File: config.mk
export PLATFORM = sky130hd
export DESIGN_NAME = muldiv_sequencer
export DESIGN_NICKNAME = d
export VERILOG_FILES = /design/src/rtl/muldiv_pkg.sv /design/src/rtl/muldiv_watchdog.sv /design/src/rtl/muldiv_sequencer.sv
export SDC_FILE = /design/constraint.sdc
export NUM_CORES = 1
export LEC_CHECK = 0
export CAP_MARGIN = 5
export CORE_UTILIZATION = 44
export DETAILED_ROUTE_END_ITERATION = 7
export GPL_ROUTABILITY_DRIVEN = 0
export GPL_TIMING_DRIVEN = 0
export PLACE_DENSITY = 0.74
export SLEW_MARGIN = 40
export SYNTH_ARGS = -nofsm -noshare
export SYNTH_HDL_FRONTEND = slang
export SYNTH_SLANG_ARGS = --single-unit
File: constraint.sdc
create_clock -name clock -period 3.4 [get_ports clock]
set_clock_uncertainty 0.05 [all_clocks]
set_input_delay 0.34 -clock clock [delete_from_list [all_inputs] [get_ports clock]]
set_output_delay 0.34 -clock clock [all_outputs]
set_load 0.1 [all_outputs]
File: src/rtl/muldiv_pkg.sv
// Shared definitions for the multiply/divide sequencer: state encoding,
// operation select values and a small helper for picking the active done.
package muldiv_pkg;

  // Sequencer state encoding (also decoded by the main control unit).
  localparam logic [2:0] S_IDLE  = 3'd0;
  localparam logic [2:0] S_START = 3'd1;
  localparam logic [2:0] S_WAIT  = 3'd2;
  localparam logic [2:0] S_WRITE = 3'd3;
  localparam logic [2:0] S_ZEXC  = 3'd4;
  localparam logic [2:0] S_TOUT  = 3'd5;

  // Operation select: also drives the HI/LO source mux.
  localparam logic OP_MULT = 1'b0;
  localparam logic OP_DIV  = 1'b1;

  // Done pulse from the unit that was actually started; the other is ignored.
  function automatic logic sel_done(input logic op, input logic mult_done,
                                    input logic div_done);
    return (op == OP_DIV) ? div_done : mult_done;
  endfunction

endpackage

File: src/rtl/muldiv_watchdog.sv
// Watchdog counter for the WAIT state: clearable, enabled counter that
// raises a terminal-count flag at TIMEOUT-1 and saturates there.
module muldiv_watchdog #(
  parameter int TIMEOUT = 40,
  parameter int CNT_W   = $clog2(TIMEOUT + 1)
) (
  input  logic clock,
  input  logic reset,
  input  logic i_clr,
  input  logic i_en,
  output logic o_tc
);

  localparam logic [CNT_W-1:0] TC_VAL = CNT_W'(TIMEOUT - 1);

  logic [CNT_W-1:0] r_count;

  // Counter: clear on a new request, count while enabled, hold at terminal.
  // NOTE: sequential state uses <= so every flop samples pre-edge values;
  // blocking = here would make results depend on block ordering.
  always_ff @(posedge clock) begin
    if (!reset) begin
      r_count <= '0;
    end else if (i_clr) begin
      r_count <= '0;
    end else if (i_en && !o_tc) begin
      r_count <= r_count + CNT_W'(1);
    end
  end

  assign o_tc = (r_count == TC_VAL);

endmodule

File: src/rtl/muldiv_sequencer.sv
// Control-side sequencer for the iterative multiply/divide units and the
// HI/LO registers. Starts the selected unit, waits for its done, then
// writes HI/LO and reports done, divide-by-zero or watchdog timeout.
// All outputs are a Moore decode of r_state and r_op_q.
module muldiv_sequencer
  import muldiv_pkg::*;
#(
  parameter int TIMEOUT = 40,
  parameter int CNT_W   = $clog2(TIMEOUT + 1)
) (
  input  logic clock,
  input  logic reset,
  input  logic op_valid,
  input  logic op_sel,
  input  logic divisor_zero,
  input  logic abort,
  input  logic mult_done,
  input  logic div_done,
  output logic op_ready,
  output logic busy,
  output logic mult_start,
  output logic div_start,
  output logic hilo_src,
  output logic hi_write,
  output logic lo_write,
  output logic done,
  output logic div_zero_exc,
  output logic timeout_exc
);

  logic [2:0] r_state;
  logic [2:0] w_next_state;
  logic       r_op_q;
  logic       w_next_op_q;
  logic       w_accept;
  logic       w_tc;
  logic       w_sel_done;

  assign w_accept   = (r_state == S_IDLE) && op_valid;
  assign w_sel_done = sel_done(r_op_q, mult_done, div_done);

  muldiv_watchdog #(
    .TIMEOUT (TIMEOUT),
    .CNT_W   (CNT_W)
  ) u_watchdog (
    .clock (clock),
    .reset (reset),
    .i_clr (w_accept),
    .i_en  (r_state == S_WAIT),
    .o_tc  (w_tc)
  );

  // Next-state and operation-latch logic.
  // NOTE: defaults at the top keep every path assigned, so no latch is inferred.
  always_comb begin
    w_next_state = r_state;
    w_next_op_q  = r_op_q;
    case (r_state)
      S_IDLE: begin
        if (op_valid) begin
          if (op_sel == OP_DIV && divisor_zero) begin
            w_next_state = S_ZEXC;
            w_next_op_q  = OP_DIV;
          end else begin
            w_next_state = S_START;
            w_next_op_q  = op_sel;
          end
        end
      end
      S_START: w_next_state = abort ? S_IDLE : S_WAIT;
      S_WAIT: begin
        // Abort beats done, and done beats timeout in the same cycle.
        if (abort)           w_next_state = S_IDLE;
        else if (w_sel_done) w_next_state = S_WRITE;
        else if (w_tc)       w_next_state = S_TOUT;
      end
      S_WRITE, S_ZEXC, S_TOUT: w_next_state = S_IDLE;
      default:                 w_next_state = S_IDLE;
    endcase
  end

  // State and operation registers with synchronous active-low reset.
  always_ff @(posedge clock) begin
    if (!reset) begin
      r_state <= S_IDLE;
      r_op_q  <= OP_MULT;
    end else begin
      r_state <= w_next_state;
      r_op_q  <= w_next_op_q;
    end
  end

  // Moore output decode.
  always_comb begin
    op_ready     = (r_state == S_IDLE);
    busy         = (r_state != S_IDLE);
    mult_start   = (r_state == S_START) && (r_op_q == OP_MULT);
    div_start    = (r_state == S_START) && (r_op_q == OP_DIV);
    hilo_src     = r_op_q;
    hi_write     = (r_state == S_WRITE);
    lo_write     = (r_state == S_WRITE);
    done         = (r_state == S_WRITE) || (r_state == S_ZEXC) ||
                   (r_state == S_TOUT);
    div_zero_exc = (r_state == S_ZEXC);
    timeout_exc  = (r_state == S_TOUT);
  end

endmodule

==> impl_metrics.ini <==
[clock_tree]
htreeDepth = 1
path_clk_slew_ns = 0.07
clockBufferDepth = 2
hold_buffers = 0
cts-root-buf = clkbuf_4
cts_tree = built
cts_resized = 0
postCtsSetupBuffers = 0
cts_buffers = 3
clock_latency_ns = 0.27
cts.sinks = 10

[synth]
ys_seq_elements = 10
synth-adder-area-share = 0.0194
yosys.area.top_type = dfxtp_1
synth_top_family_by_area = simple AND/OR/NAND/NOR gates
syn-cell-area_sq_um = 646
synth.area.mux_share = 0.0795
yosys_warnings = 0
synth_area_leaders = dfxtp_1 (31%), mux2i_1 (6.2%), nand3_1 (6.2%)
yosysSeqAreaShare = 0.310
synth_compound_area_frac = 0.141
synth_top_area_share = 0.310
synth_most_common_cell = dfxtp_1
synth-edff-count = 0
synthArstFlopShare = 0
syn_inst = 81
yosys.cell_types.count = 37
synth-xor-area-share = 0
synth_fp_nets = 90
synth_common_cells = dfxtp_1 (10), nand2_1 (8), nand3_1 (8)
avgSynthCellArea_sq_um = 7.97
synth-simple-area-share = 0.376
ys.flop_type = dfxtp_1

[worst_setup_path]
worstPathMaxFanout = 10
endpoint_kind = primary output
crit_buf_inv = 3
cp_slowest_cell = buf_2
critPathKind = register to primary output
critPathRequiredTime_ns = 3.01
startpoint_type = register
max_stage_delay_ns = 0.41
worst_ep_arrival_time_ns = 1.71
critPathTopFamily = buffers and inverters
cp_cell_sequence = clkbuf_1 > nand2_1 > nor2_1 > buf_4 > buf_2

[finish]
areaGrowthSynthToFinish_pct = 28.7
final_area_sq_um = 831
finalNonFillerCells = 117
diodes = 0
layout-drive-gt1-share = 0.245
final_nets = 112
num-fill-cells = 127

[worst_hold_path]
hold_class = register to register

[floorplanning]
pin_count = 18
fp-row-count = 13
die_y_microns = 40.3
die_area_sq_um = 1620
fp.coreArea_sq_um = 1330
die_w_microns = 40.3
initial_core_util = 0.484

[routing]
avgViaCountPerCell = 5.50
ant_nets = 0
detail_route.wl_per_cell_microns = 12.9
drtIter0Drc = 24
wl_mm = 1.50
firstDrtPassIters = 4
drcViolationCount = 0
vias = 644

[global_route]
grt_pass1_vias = 521
grt_use_total = 0.204
grt_pass1_wl_mm = 2.10
antenna_found_initial = 0
grt_max_degree = 11
grt_overflow = 0

[placement]
dp_cells = 113
placed_cell_area_sq_um = 795
dp_hpwl_mm = 1.11
portBuffers = 17

[timing]
grt_setup_unrepaired = false
period_needed_ns = 2.10
slew_violations = 0
finalCritPeriodShare = 0.619
tns_ns = 0
relSlewSlack = 0.679
worstMarginPinSlew_ns = 0.485
setup_viol = 0
holdWs_ns = 0.454
max_freq_mhz = 475
hold_viol = 0

[power_and_ir_drop]
ir_worst_vdd_uv = 225
p_per_area_nw_per_um2 = 382
leakage_nw = 0.352

[run]
drv_cap = 0

[outcome]
outcome = finished, final reports clean
[tightest hold or removal path, stage by stage, from the launching register on]
cell	delay [ns]
dfxtp_1	0.32
o31ai_1	0.08
a21oi_1	0.06
[power breakdown]
| part | switching, W | leakage, nW | total (W) | internal (W) |
|---|---|---|---|---|
| combinational | 0.0000639 | 0.250 | 0.0000886 | 0.0000247 |
| sequential | 0.00000222 | 0.0810 | 0.000122 | 0.000120 |
| clock | 0.0000416 | 0.0210 | 0.000107 | 0.0000651 |
| total | 0.000108 | 0.352 | 0.000317 | 0.000209 |
[state kept, by name, summed over array words and instances (netlist names)]
| signal | count |
|---|---|
| u_watchdog.r_count | 6 |
| r_state | 3 |
| hilo_src | 1 |
[layer usage]
| metal | track usage | wire length, microns | up-vias |
|---|---|---|---|
| met3 | 0.0333 | 73 | 4 |
| li1 | - | - | 337 |
| met2 | 0.379 | 723 | 19 |
| met5 | 0 | 0 | - |
| met4 | 0.125 | 21 | 0 |
| met1 | 0.211 | 686 | 284 |
[placed cells by master (no fill, tap or decap), types with 2 or more instances in the layout]
cell type,netlist,final
a21oi_1,3,3
and3_1,3,3
buf_2,2,12
clkbuf_1,2,2
clkbuf_4,0,3
clkdlybuf4s50_1,0,7
dfxtp_1,10,10
inv_1,3,3
mux2i_1,4,4
nand2_1,8,8
nand2b_1,2,2
nand3_1,8,8
nand3b_1,2,2
nand4_1,2,2
nor2_1,5,5
nor2b_1,2,2
o21ai_0,2,2
[final cells by class]
cell class / instances / area, sq um / area share
Buffer: 6 / 36.3 / 0.0437
Clock buffer: 4 / 36.3 / 0.0437
Inverter: 3 / 11.3 / 0.0136
Multi-Input combinational cell: 62 / 408 / 0.491
Sequential cell: 10 / 200 / 0.241
Tap cell: 15 / 18.8 / 0.0226
Timing Repair Buffer: 17 / 120 / 0.145
[worst paths after layout]
kind,from,end,slack [ns],depth (start not counted)
setup / recovery,r_state[1],lo_write,1.30,5
hold / removal,u_watchdog.r_count[5],u_watchdog.r_count[5],0.45,2
setup reg to reg,r_state[2],u_watchdog.r_count[3],1.66,5
hold reg to reg,u_watchdog.r_count[5],u_watchdog.r_count[5],0.45,2
[cell families after synthesis]
family	after synthesis
mux	5
buf+inv	9
flops	10
simple gates	42
fa+ha+maj	1
compound gates	14
[stage by stage]
step | utilization | worst slack, ns | power (W)
after floorplan | - | 0.111 | 0.000193
after global placement | 0.633 | 0.898 | 0.000218
after detailed placement | 0.596 | 1.46 | 0.000213
after CTS | 0.623 | 1.29 | 0.000320
after global routing | 0.623 | 1.20 | 0.000331
final | 0.623 | 1.30 | 0.000317
Power figures use the tool's default switching activity.
